`src/rtl/mycpu_pkg.sv`:
```
// Shared mycpu types: PC-select encoding and the relative-branch offset field.
package mycpu_pkg;

   typedef enum logic [1:0] {
      PS_HOLD   = 2'b00,
      PS_INC    = 2'b01,
      PS_BRANCH = 2'b10,
      PS_JUMP   = 2'b11
   } pc_sel_t;

   localparam int BR_OFF_W = 6;

   // Offset is {IR[8:6], IR[2:0]}, sign-extended to a full 16-bit word;
   // callers truncate to their address width (PC math is modulo 2^AW).
   function automatic logic [15:0] br_offset(input logic [15:0] ins);
      logic [BR_OFF_W-1:0] off;
      off = {ins[8:6], ins[2:0]};
      return {{(16-BR_OFF_W){off[BR_OFF_W-1]}}, off};
   endfunction

endpackage

```
`src/rtl/pc_next.sv`:
```
// Combinational next-PC selection: hold, increment, IR-relative branch, or jump to A bus.
module pc_next
   import mycpu_pkg::*;
#(
   parameter int DW = 16,
   parameter int AW = 16
) (
   input  logic [AW-1:0] pc,
   input  pc_sel_t       ps,
   input  logic [DW-1:0] ir,
   input  logic [DW-1:0] a,
   output logic [AW-1:0] pc_nxt
);

   logic [DW-1:0] off_full;
   logic [AW-1:0] off;

   assign off_full = br_offset(ir);
   assign off      = off_full[AW-1:0];

   always_comb begin
      pc_nxt = pc;
      case (ps)
         PS_HOLD:   pc_nxt = pc;
         PS_INC:    pc_nxt = pc + AW'(1);
         PS_BRANCH: pc_nxt = pc + off;
         default:   pc_nxt = a[AW-1:0];
      endcase
   end

endmodule

```
`src/rtl/pc_ir.sv`:
```
// mycpu fetch stage: PC and IR registers plus memory address mux.
// Optional retired-instruction counter enabled by MYCPU_ICOUNT_EN.
module pc_ir
   import mycpu_pkg::*;
#(
   parameter int            DW       = 16,
   parameter int            AW       = 16,
   parameter logic [AW-1:0] RESET_PC = '0
) (
   input  logic          clk,
   input  logic          rst,
   input  logic [1:0]    ps_in,
   input  logic          il_in,
   input  logic          mm_in,
   input  logic [DW-1:0] a_in,
   input  logic [DW-1:0] mem_data_in,
   output logic [DW-1:0] ins_out,
   output logic [AW-1:0] pc_out,
   output logic [AW-1:0] addr_out,
   output logic [15:0]   icount_out
);

   logic [AW-1:0] pc;
   logic [AW-1:0] pc_nxt;
   logic [DW-1:0] ir;

   // Branch offset comes from the registered IR, so a simultaneous load
   // still branches relative to the instruction being executed.
   pc_next #(.DW(DW), .AW(AW)) u_pc_next (
      .pc     (pc),
      .ps     (pc_sel_t'(ps_in)),
      .ir     (ir),
      .a      (a_in),
      .pc_nxt (pc_nxt)
   );

   always_ff @(posedge clk or posedge rst) begin
      if (rst) begin
         pc <= RESET_PC;
         ir <= '0;
      end else begin
         pc <= pc_nxt;
         if (il_in) ir <= mem_data_in;
      end
   end

   assign ins_out  = ir;
   assign pc_out   = pc;
   assign addr_out = mm_in ? pc : a_in[AW-1:0];

`ifdef MYCPU_ICOUNT_EN
   logic [15:0] icount;

   always_ff @(posedge clk or posedge rst) begin
      if (rst)        icount <= '0;
      else if (il_in) icount <= icount + 16'd1;
   end

   assign icount_out = icount;
`else
   assign icount_out = 16'h0000;
`endif

endmodule

```
`config.mk`:
```
export PLATFORM = sky130hd
export DESIGN_NAME = pc_ir
export DESIGN_NICKNAME = d
export VERILOG_FILES = /design/src/rtl/mycpu_pkg.sv /design/src/rtl/pc_next.sv /design/src/rtl/pc_ir.sv
export SDC_FILE = /design/constraint.sdc
export NUM_CORES = 1
export LEC_CHECK = 0
export CORE_UTILIZATION = 46
export DETAILED_ROUTE_END_ITERATION = 10
export PLACE_DENSITY = 0.86
export RECOVER_POWER = 50
export SETUP_SLACK_MARGIN = 0.2
export SYNTH_ARGS = -nofsm -noshare
export SYNTH_HDL_FRONTEND = slang
export SYNTH_SLANG_ARGS = --single-unit
export TNS_END_PERCENT = 1
```
`constraint.sdc`:
```
create_clock -name clk -period 7.62 [get_ports clk]
set_clock_uncertainty 0.1 [all_clocks]
set_input_delay 2.286 -clock clk [delete_from_list [all_inputs] [get_ports clk]]
set_output_delay 2.286 -clock clk [all_outputs]
set_load 0.02 [all_outputs]
```
== Yosys cells after proc, flatten, opt, wreduce, memory -nomap -nowiden ==
Index checks and enable logic that the tools add are counted.
Widths: inputs -> output; s select.

* Register bits: 32
* Input port bits: 38
* Logic and storage cells: 9
* Output and inout bits: 64

* Equal/unequal tests: 2
* Add/sub/neg operators: 2
* Reductions and logical operators: 1
* Mux-type cells: 2

{| class="wikitable"
|+ Operators by type and width
! kind !! number
|-
| $pmux 16 s3 || 1
|-
| $add 16x1->16 const B || 1
|-
| $add 16x16->16 || 1
|-
| $mux 16 || 1
|-
| $eq 2x1->1 const B || 1
|-
| $eq 2x2->1 const B || 1
|-
| $logic_not 2->1 || 1
|}

== Logic depth before layout (Yosys ltp) ==
Gate-level depths: netlist of the first run.

* Word-level depth: 2
* Gate-level depth with buffers: 11
* Mapped depth without buffers: 10

== Hierarchy ==
From an unflattened synthesis of the first run, not the netlist that was laid out.

* Cells, all modules: 256
* Area, all modules: 2522.4 sq um

{| class="wikitable"
|+ Modules (own cells, without submodules)
! module !! seq. area each (sq um) !! cells an instance !! area each (sq um) !! times used
|-
| pc_ir || 800.8 || 86 || 1426.4 || 1
|-
| pc_next || 0.0 || 170 || 1096.1 || 1
|}

== Least setup slack after synthesis of the first run ==
OpenSTA, ideal clock, no wires.

* Path type: input port to output port
* Start: input mm_in
* End: output addr_out[10]
* Stages on the path: 3
* Path buffers: 2
* Data required time: 5.234 ns
* Arrival time: 3.315 ns
* Path slack: 1.919 ns
* Path through: clkbuf_1 > clkbuf_1 > mux2_2

* Cells in the longest elaborated chain, start to end: 1

{| class="wikitable"
|+ Ends and longest elaborated chain
! what !! line !! text
|-
| start, declared || pc_ir.sv:14 || <nowiki>input logic mm_in,</nowiki>
|-
| $mux 16 || pc_ir.sv:49 || <nowiki>assign addr_out = mm_in ? pc : a_in[AW-1:0];</nowiki>
|-
| end, declared || pc_ir.sv:19 || <nowiki>output logic [AW-1:0] addr_out,</nowiki>
|}

Every way passes these cells.

== Worst setup path in the final report of the first run ==
* Start: input mm_in
* End: output addr_out[7]

The elaborated chain is that of the path after synthesis.

==> impl_metrics.tcl, run 1 <==
set metrics [dict create \
    yosys.area_share.simple 0.164 \
    clock_latency_ns 0.29 \
    seq_area_frac_synth 0.337 \
    cp.arrival_ns 4.23 \
    rsz0062_at_grt "no" \
    synth-compound-area-share 0.147 \
    holdCritPathClass "flip-flop to flip-flop" \
    io_buffers 85 \
    min_period_ns 6.62 \
    cpMostUsedCell "clkdlybuf4s50_1" \
    final_cell_mix "75 x clkdlybuf4s50_1, 33 x mux2_2, 32 x dfrtp_1, 16 x nand2_1, 16 x conb_1" \
    min_period_over_period 0.868 \
    ir_worst_vdd_v 0.000150 \
    dieArea_mm2 0.00546 \
    final_common_cell "clkdlybuf4s50_1" \
    hold_viol 0 \
    hold_start "ins_out[3]" \
    ys_warn_count 0 \
    synth-xor-area-share 0.0111 \
    synth_top_flop_cell "dfrtp_1" \
    ys_ff_latch 32 \
    drt_iter0_markers 124 \
    required_ns 5.23 \
    layout-drive-gt1-share 0.166 \
    rows 25 \
    crit_type "input port to output pin" \
    cp-end-kind "output pin" \
    initial_core_util 0.490 \
    via_per_inst 5.51 \
    post_cts_buffers 0 \
    ctsHoldBuffers 0 \
    cts.clk_slew.worst_paths_ns 0.07 \
    synth_top_family_by_area "multiplexers" \
    syn2layout_area_growth_pct 38.9 \
    cts.sinks 32 \
    hold_ws_ns 0.408 \
    place_hpwl_mm 4.26 \
    r2r-start "ins_out[0]" \
    cts_resized 0 \
    synth-adder-area-share 0.0453 \
    violations "max-capacitance violations, max-slew violations" \
    drv_slew 33 \
    worst_r2r_path_depth 8 \
    grt_pass1_vias 2034 \
    power.leakage_nw 1.39 \
    grt_max_degree 33 \
    path_cells "clkdlybuf4s50_1, mux2_2, clkdlybuf4s50_1" \
    min_path_cells 1 \
    place_area_mm2 0.00319 \
    synth_cell_types 49 \
    detail-route-antenna-nets 0 \
    reg2reg_to "pc_out[14]" \
    n_antenna_cell 0 \
    syn_inst 243 \
    r2r_slack_ns 4.74 \
    vias 2131 \
    fp.dieW_um 73.9 \
    grt_overflow 0 \
    stdcell_count 387 \
    worst_pin_slew_ns 1.83 \
    layout.nets 365 \
    cp_max_fo 16 \
    cts_buffer_depth 2 \
    antenna_found_initial 0 \
    track_usage 0.230 \
    io_pins 102 \
    whs_endpoint "ins_out[3]" \
    power.density_mw_per_mm2 227 \
    synth_edf_count 0 \
    htree_num_levels 2 \
    start_kind "input port" \
    wl_per_cell_um 15.3 \
    core_mm2 0.00485 \
    dp_cells 379 \
    tritoncts "done" \
    async_flop_share 1.00 \
    numCtsBuffers 5 \
    synthMuxAreaShare 0.207 \
    place.gp.congestion 0.883 \
    drc_errors 0 \
    grt_pass1_wl_mm 9.61 \
    finalSetupViolCount 0 \
    critical-path-slowest-cell "clkdlybuf4s50_1" \
    cp_num_buf_inv 2 \
    stdcell_area_mm2 0.00330 \
    relSlewSlack -0.220 \
    max_freq_ghz 0.151 \
    first_pass_iters 4 \
    status "finished with violations" \
    drt-total-wl_mm 5.93 \
    synth_area_per_cell_um2 9.78 \
    synthesis.area_mm2 0.00238 \
    die_y_um 73.9 \
    drv_cap 1 \
    cp_top_family "buffers and inverters" \
    cts_root_buf "clkbuf_8" \
    critPathMaxStageDelay_ns 0.99 \
    setup_tns_ns 0 \
]
worst max path at each step:
stage,to,startpoint,cells after the start
floorplan,addr_out[10],mm_in,3
finish,addr_out[7],mm_in,3
detailed placement,addr_out[3],mm_in,3
global route,addr_out[14],mm_in,3
global placement,addr_out[11],mm_in,3
CTS,addr_out[3],mm_in,3
area by class of cell:
cell class | count | area (um2)
Clock inverter | 3 | 46.3
Timing Repair Buffer | 86 | 855
Tap cell | 67 | 83.8
Inverter | 6 | 22.5
Multi-Input combinational cell | 188 | 1430
Clock buffer | 5 | 68.8
Fill cell | 366 | 1550
Sequential cell | 32 | 801
flip-flops by register name (all words and copies together) (netlist names):
register	count
ins_out	16
pc_out	16
worst reg2reg max path: stages (launching register included):
cell and delay, ns:
dfrtp_1 0.40, nand2b_1 0.16, ha_1 0.22, fa_1 0.43, a211oi_1 0.35, o21bai_1 0.35
nor4_1 0.48, a21oi_1 0.12, o211ai_2 0.20
synth_stat cells (2+ instances only):
cell | instances | area share
mux2i_1 | 11 | 0.046
nor3b_1 | 4 | 0.013
a221oi_1 | 4 | 0.015
clkbuf_1 | 12 | 0.019
nor2_1 | 12 | 0.019
or3_1 | 3 | 0.0079
ha_1 | 7 | 0.037
nand3_1 | 7 | 0.015
inv_1 | 6 | 0.0095
and2_1 | 4 | 0.011
mux2_2 | 34 | 0.16
nor3_1 | 4 | 0.0084
nor4_1 | 4 | 0.011
a21o_1 | 3 | 0.0095
nand4_1 | 2 | 0.0053
a22oi_1 | 5 | 0.016
o21ai_0 | 7 | 0.015
a211oi_1 | 2 | 0.0063
nand2b_1 | 5 | 0.013
or2_2 | 2 | 0.0053
a21oi_1 | 11 | 0.023
buf_2 | 3 | 0.0063
dfrtp_1 | 32 | 0.34
nand2_1 | 16 | 0.025
o311ai_0 | 2 | 0.0074
buf_4 | 16 | 0.051
xnor2_1 | 3 | 0.011
per-stage QoR:
step	utilization	total power [mW]	setup slack, ns
finish	0.681	0.751	1.00
global route	0.681	0.793	0.908
CTS	0.682	0.757	0.939
detailed placement	0.658	0.583	0.943
global placement	0.658	0.573	0.985
floorplan	-	0.453	1.92
layer usage:
layer,vias to the layer above,GRT usage,share of wire
met1,1033,0.291,0.42
met3,6,0.0700,0.071
li1,1009,-,-
met2,83,0.371,0.49
met5,-,0,0
met4,0,0.0812,0.011
report_power, final:
part / leakage [nW] / internal (mW) / total (mW) / switching [mW]
logic: 0.955 / 0.166 / 0.336 / 0.169
clock network: 0.0548 / 0.0985 / 0.170 / 0.0714
registers: 0.376 / 0.199 / 0.246 / 0.0466
total: 1.39 / 0.464 / 0.751 / 0.287
logic make-up after synthesis:
group	Yosys count
compound gates	46
xor+xnor	3
fa+ha+maj	8
buf+inv	38
flops	32
mux	45
other cells	1
simple gates	70
Note: power is estimated with default switching activity, not from simulation.
==> run 2, diff against run 1 <==
- ABC_AREA: default -> 1
- CAP_MARGIN: default -> 20
- CORE_UTILIZATION: 46 -> 48
==> run 2 against run 1 <==
Critical endpoint is now addr_out[11]. Final cell count grew 42%. Die area rose by 7.2%. Utilization rose by 0.86 points. Largest power group unchanged. Critical path depth up 2. Area after synthesis rose by 12%. Power up 3.7%. Setup slack improved by 0.12 ns. The run still ends with max-capacitance violations, max-slew violations left. Sequential cell count unchanged. Critical path type unchanged. Clock power up 6%. Highest routed layer unchanged. Via count increased by 32%. Fmax increased by 1.9%. Wire length increased by 16%.
==> impl_metrics.tcl, run 2 <==
set metrics [dict create \
    tritoncts "done" \
    combPwrFrac 0.467 \
    grt_pass1_vias 2719 \
    vias 2816 \
    cts_root_buf "clkbuf_8" \
    syn_inst 398 \
    setup_tns_ns 0 \
    drv_cap 1 \
    place_area_mm2 0.00348 \
    sequentialPowerShare 0.301 \
    rows 26 \
    whs_endpoint "ins_out[13]" \
    async_flop_share 1.00 \
    io_buffers 85 \
    max_freq_ghz 0.154 \
    drt-total-wl_mm 6.87 \
    worst_pin_slew_ns 1.77 \
    ys_ff_latch 32 \
    drt_iter0_markers 206 \
    place.gp.congestion 0.907 \
    required_ns 5.23 \
    n_antenna_cell 0 \
    initial_core_util 0.509 \
    die_y_um 76.5 \
    rsz0062_at_grt "no" \
    min_period_over_period 0.852 \
    grt_pass1_wl_mm 11.5 \
    first_pass_iters 4 \
    holdCritPathClass "flip-flop to flip-flop" \
    cts_resized 0 \
    via_per_inst 5.14 \
    grt_max_degree 33 \
    wl_per_cell_um 12.5 \
    sw_frac_of_total 0.397 \
    min_period_ns 6.50 \
    hold_viol 0 \
    detail-route-antenna-nets 0 \
    hold_start "ins_out[13]" \
    relSlewSlack -0.183 \
    fp.dieW_um 76.5 \
    final_common_cell "nand2_1" \
    synth_top_area_share 0.300 \
    ctsHoldBuffers 0 \
    power.density_mw_per_mm2 215 \
    cts.clk_slew.worst_paths_ns 0.06 \
    place_hpwl_mm 5.11 \
    track_usage 0.244 \
    layout-drive-gt1-share 0.0921 \
    layout.nets 523 \
    drv_slew 33 \
    startpoint "mm_in" \
    worst_r2r_path_depth 13 \
    synth.most_common_cell "nand2_1" \
    finalSetupViolCount 0 \
    violations "max-capacitance violations, max-slew violations" \
    synthTopCellsByArea "dfrtp_1 30%, nand2_1 17%, inv_1 7.2%, nand3_1 6.4%, mux2_2 6.3%" \
    switchingPower_mw 0.309 \
    cpMostUsedCell "clkdlybuf4s50_1" \
    crit_type "input port to output pin" \
    core_mm2 0.00524 \
    antenna_found_initial 0 \
    dieArea_mm2 0.00585 \
    cp_max_fo 18 \
    netlist_top_cells_count "123 x nand2_1, 51 x inv_1, 34 x nand3_1, 32 x dfrtp_1, 28 x o21ai_0" \
    syn2layout_area_growth_pct 35.6 \
    r2r_slack_ns 5.39 \
    seq_area_frac_synth 0.300 \
    final_cell_mix "123 x nand2_1, 75 x clkdlybuf4s50_1, 51 x inv_1, 34 x nand3_1, 32 x dfrtp_1" \
    post_cts_buffers 0 \
    drc_errors 0 \
    cts.sinks 32 \
    ys_warn_count 0 \
    path_cells "clkdlybuf4s50_1, buf_8, nand2_1, o21ai_0, clkdlybuf4s50_1" \
    r2r-start "ins_out[8]" \
    start_kind "input port" \
    synth_area_per_cell_um2 6.70 \
    reg2reg_to "pc_out[15]" \
    ir_worst_vdd_v 0.000152 \
    numCtsBuffers 5 \
    cp-end-kind "output pin" \
    stdcell_area_mm2 0.00361 \
    synth_edf_count 0 \
    power.leakage_nw 1.87 \
    status "finished with violations" \
    yosysTopAreaCell "dfrtp_1" \
    grt_overflow 0 \
    min_path_cells 1 \
    cts_buffer_depth 2 \
    p_int_mw 0.470 \
    critPathMaxStageDelay_ns 0.81 \
    htree_num_levels 2 \
    synth_top_flop_cell "dfrtp_1" \
    clock_latency_ns 0.29 \
    synth_cell_types 29 \
    cp.arrival_ns 4.11 \
    io_pins 102 \
    clkPwrFrac 0.232 \
    synthesis.area_mm2 0.00267 \
    critical-path-slowest-cell "clkdlybuf4s50_1" \
]
-- run 2: cell types whose count changed after synthesis, moves of 9 or more --
cell / change
nand2_2: +9
mux2i_1: -11
inv_1: +45
nand3_1: +27
a21oi_1: +10
o21ai_0: +21
mux2_2: -19
nand2_1: +107
-- run 2: per-layer routing --
| metal | up-vias | global-route usage | routed length (um) | part of all wire |
|---|---|---|---|---|
| li1 | 1380 | - | - | - |
| met1 | 1323 | 0.270 | 2770 | 0.40 |
| met2 | 104 | 0.445 | 3500 | 0.51 |
| met3 | 9 | 0.0719 | 532 | 0.077 |
| met4 | 0 | 0.0769 | 63 | 0.0092 |
| met5 | - | 0 | 0 | 0 |
-- run 2: worst max-delay path, delay by kind of cell --
| kind | cells | cell delay, ns |
|---|---|---|
| buffers and inverters | 3 | 1.68 |
| AO/OA/AOI/OAI | 1 | 0.08 |
| AND/OR/NAND/NOR | 1 | 0.06 |
-- run 2: kinds of logic (layout without fill, tap and decap cells) --
kind of cell	after synthesis	after routing	synth area share
adders and majority gates	8	8	0.0404
AOI/OAI and AO/OA	59	59	0.118
buffers and inverters	87	152	0.154
xor gates and xnor gates	6	6	0.0197
DFF	32	32	0.300
and+or+nand+nor	190	190	0.303
other	1	16	0.00141
muxes	15	15	0.0634
-- run 2: layout make-up --
| type | instances | area [um2] |
|---|---|---|
| clock buffers | 7 | 96.3 |
| repair buffers | 88 | 877 |
| inverters | 56 | 210 |
| multi-input cells | 294 | 1510 |
| fillers | 453 | 1620 |
| flip-flops and latches | 32 | 801 |
| clock inverters | 1 | 30.0 |
| well taps | 70 | 87.6 |
-- run 2: worst max path at each step --
stage                        end  slack (ns)  cells after the start
global placement    addr_out[11]        0.95                      4
global route         addr_out[2]        0.93                      4
floorplan           addr_out[11]        2.27                      2
finish              addr_out[11]        1.12                      5
CTS                  addr_out[5]        0.91                      4
detailed placement  addr_out[13]        0.92                      4
-- run 2: power by group through the flow --
| stage | logic, mW | clock network (mW) | registers (mW) |
|---|---|---|---|
| after floorplan | 0.202 | 0 | 0.263 |
| after global placement | 0.354 | 0 | 0.236 |
| final | 0.364 | 0.180 | 0.235 |
| after global routing | 0.399 | 0.191 | 0.239 |
| after detailed placement | 0.361 | 0 | 0.237 |
| after CTS | 0.364 | 0.183 | 0.234 |
-- run 2: stage by stage --
step	power [mW]	hold WS [ns]	setup WS (ns)	utilization	cells
4_1_cts	0.781	0.418	0.914	0.688	547
3_5_place_dp	0.599	0.400	0.915	0.664	539
2_1_floorplan	0.464	0.530	2.27	-	413
5_1_grt	0.830	0.425	0.932	0.690	548
3_3_place_gp	0.589	0.389	0.949	0.664	539
6_report	0.779	0.406	1.12	0.690	548
==> run 3, diff against run 2 <==
- CORE_MARGIN: default -> 2
==> run 3 against run 2 <==
The flow still finishes with violations (max-capacitance violations, max-slew violations). Sequential cell count stayed put. Die area is 5.3% higher. Final cell count is 0.36% higher. Critical endpoint is now addr_out[12]. Largest power group unchanged.
==> impl_metrics.tcl, run 3 (synthesis results as in run 2) <==
set metrics [dict create \
    start_kind "input port" \
    finalSetupViolCount 0 \
    place.gp.congestion 0.886 \
    required_ns 5.23 \
    layout-drive-gt1-share 0.0921 \
    grt_overflow 0 \
    final_common_cell "nand2_1" \
    core_mm2 0.00544 \
    drt-total-wl_mm 7.31 \
    htree_num_levels 2 \
    path_cells "clkdlybuf4s50_1, nand2_1, o21ai_0, clkdlybuf4s50_1" \
    cts_buffer_depth 2 \
    critPathCapture "addr_out[12]" \
    power.leakage_nw 1.85 \
    drt_iter0_markers 220 \
    status "finished with violations" \
    max_freq_ghz 0.149 \
    power.density_mw_per_mm2 215 \
    layout.nets 523 \
    min_period_ns 6.72 \
    fp.dieW_um 78.5 \
    cp_max_fo 32 \
    drv_cap 1 \
    grt_pass1_wl_mm 12.6 \
    cp-end-kind "output pin" \
    io_pins 102 \
    io_buffers 85 \
    fillers 464 \
    die_y_um 78.5 \
    crit_type "input port to output pin" \
    grt_max_degree 33 \
    startpoint "mm_in" \
    dieArea_mm2 0.00616 \
    grt_use_met3 0.0563 \
    min_period_over_period 0.881 \
    first_pass_iters 4 \
    worst_r2r_path_depth 9 \
    relSlewSlack -0.188 \
    r2r_slack_ns 5.35 \
    critical-path-slowest-cell "clkdlybuf4s50_1" \
    violations "max-capacitance violations, max-slew violations" \
    grtUsageMet1 0.295 \
    setup_tns_ns 0 \
    post_cts_buffers 0 \
    tritoncts "done" \
    r2r-start "ins_out[8]" \
    drc_errors 0 \
    cts.clk_slew.worst_paths_ns 0.08 \
    ctsHoldBuffers 0 \
    holdCritPathClass "flip-flop to flip-flop" \
    numCtsBuffers 5 \
    grt_pass1_vias 2874 \
    hold_viol 0 \
    place_hpwl_mm 5.25 \
    cts_root_buf "clkbuf_8" \
    via_per_inst 5.14 \
    syn2layout_area_growth_pct 35.0 \
    rows 27 \
    drv_slew 33 \
    wl_per_cell_um 13.3 \
    reg2reg_to "pc_out[10]" \
    worst_pin_slew_ns 1.78 \
    clock_latency_ns 0.29 \
    detail-route-antenna-nets 0 \
    grt_use_met2 0.452 \
    ir_worst_vdd_v 0.000159 \
    final_cell_mix "123 x nand2_1, 75 x clkdlybuf4s50_1, 51 x inv_1, 34 x nand3_1, 32 x dfrtp_1" \
    track_usage 0.253 \
    grt-busiest-layer "met2" \
    cp.arrival_ns 4.33 \
    cts_resized 0 \
    finish.utilization 0.661 \
    rsz0062_at_grt "no" \
    initial_core_util 0.490 \
    cts.sinks 32 \
    critPathMaxStageDelay_ns 1.14 \
    cpMostUsedCell "clkdlybuf4s50_1" \
    n_antenna_cell 0 \
    vias 2825 \
    antenna_found_initial 0 \
]
==> run 3: changes by cell type in the layout (fill, tap and decap cells not counted), sizes merged <==
cell | before | now
clkbuf | 8 | 6
clkinvlp | 0 | 1
inv | 56 | 57
==> run 3: metal layers <==
layer | up-vias | share of wire
met5 | - | 0
met4 | 0 | 0.013
met3 | 9 | 0.082
met2 | 126 | 0.48
met1 | 1305 | 0.42
li1 | 1385 | -
==> run 3: critical path: cells and delay by family <==
kind	cells	cell delay, ns
and+or+nand+nor	1	0.13
AOI/OAI and AO/OA	1	0.12
buffers and inverters	2	1.79
==> run 3: cell type report <==
cell class,instances,area (um2),area share
multi-input combinational,294,1510,0.420
timing repair buffer,88,870,0.242
sequential,32,801,0.223
inverter,56,210,0.0584
tap,72,90.1,0.0250
clock buffer,5,68.8,0.0191
clock inverter,3,46.3,0.0129
==> run 3: metrics by stage <==
step           hold slack, ns  setup slack [ns]  power [mW]  cells  instance area, um2
6_report                0.407             0.903       0.773    550                3600
3_5_place_dp            0.396             0.878       0.600    542                3490
2_1_floorplan           0.530              2.27       0.464    413                2720
5_1_grt                 0.426             0.715       0.824    550                3600
4_1_cts                 0.414             0.881       0.777    550                3600
3_3_place_gp            0.389             0.959       0.592    542                3490
==> run 3: worst min-delay path by stage <==
| stage | depth (start not counted) | start | to | slack, ns |
|---|---|---|---|---|
| floorplan | 2 | ins_out[0] | ins_out[0] | 0.53 |
| global placement | 1 | ins_out[5] | ins_out[5] | 0.39 |
| detailed placement | 1 | ins_out[9] | ins_out[9] | 0.40 |
| CTS | 1 | ins_out[9] | ins_out[9] | 0.41 |
| global route | 1 | ins_out[12] | ins_out[12] | 0.43 |
| finish | 1 | ins_out[9] | ins_out[9] | 0.41 |
==> run 3: power by group <==
| part | leakage, nW | internal (mW) | switching, mW | total, mW |
|---|---|---|---|---|
| Clock | 0.0548 | 0.0985 | 0.0726 | 0.171 |
| Sequential | 0.375 | 0.198 | 0.0379 | 0.236 |
| Combinational | 1.42 | 0.157 | 0.210 | 0.366 |
| Total | 1.85 | 0.453 | 0.320 | 0.773 |
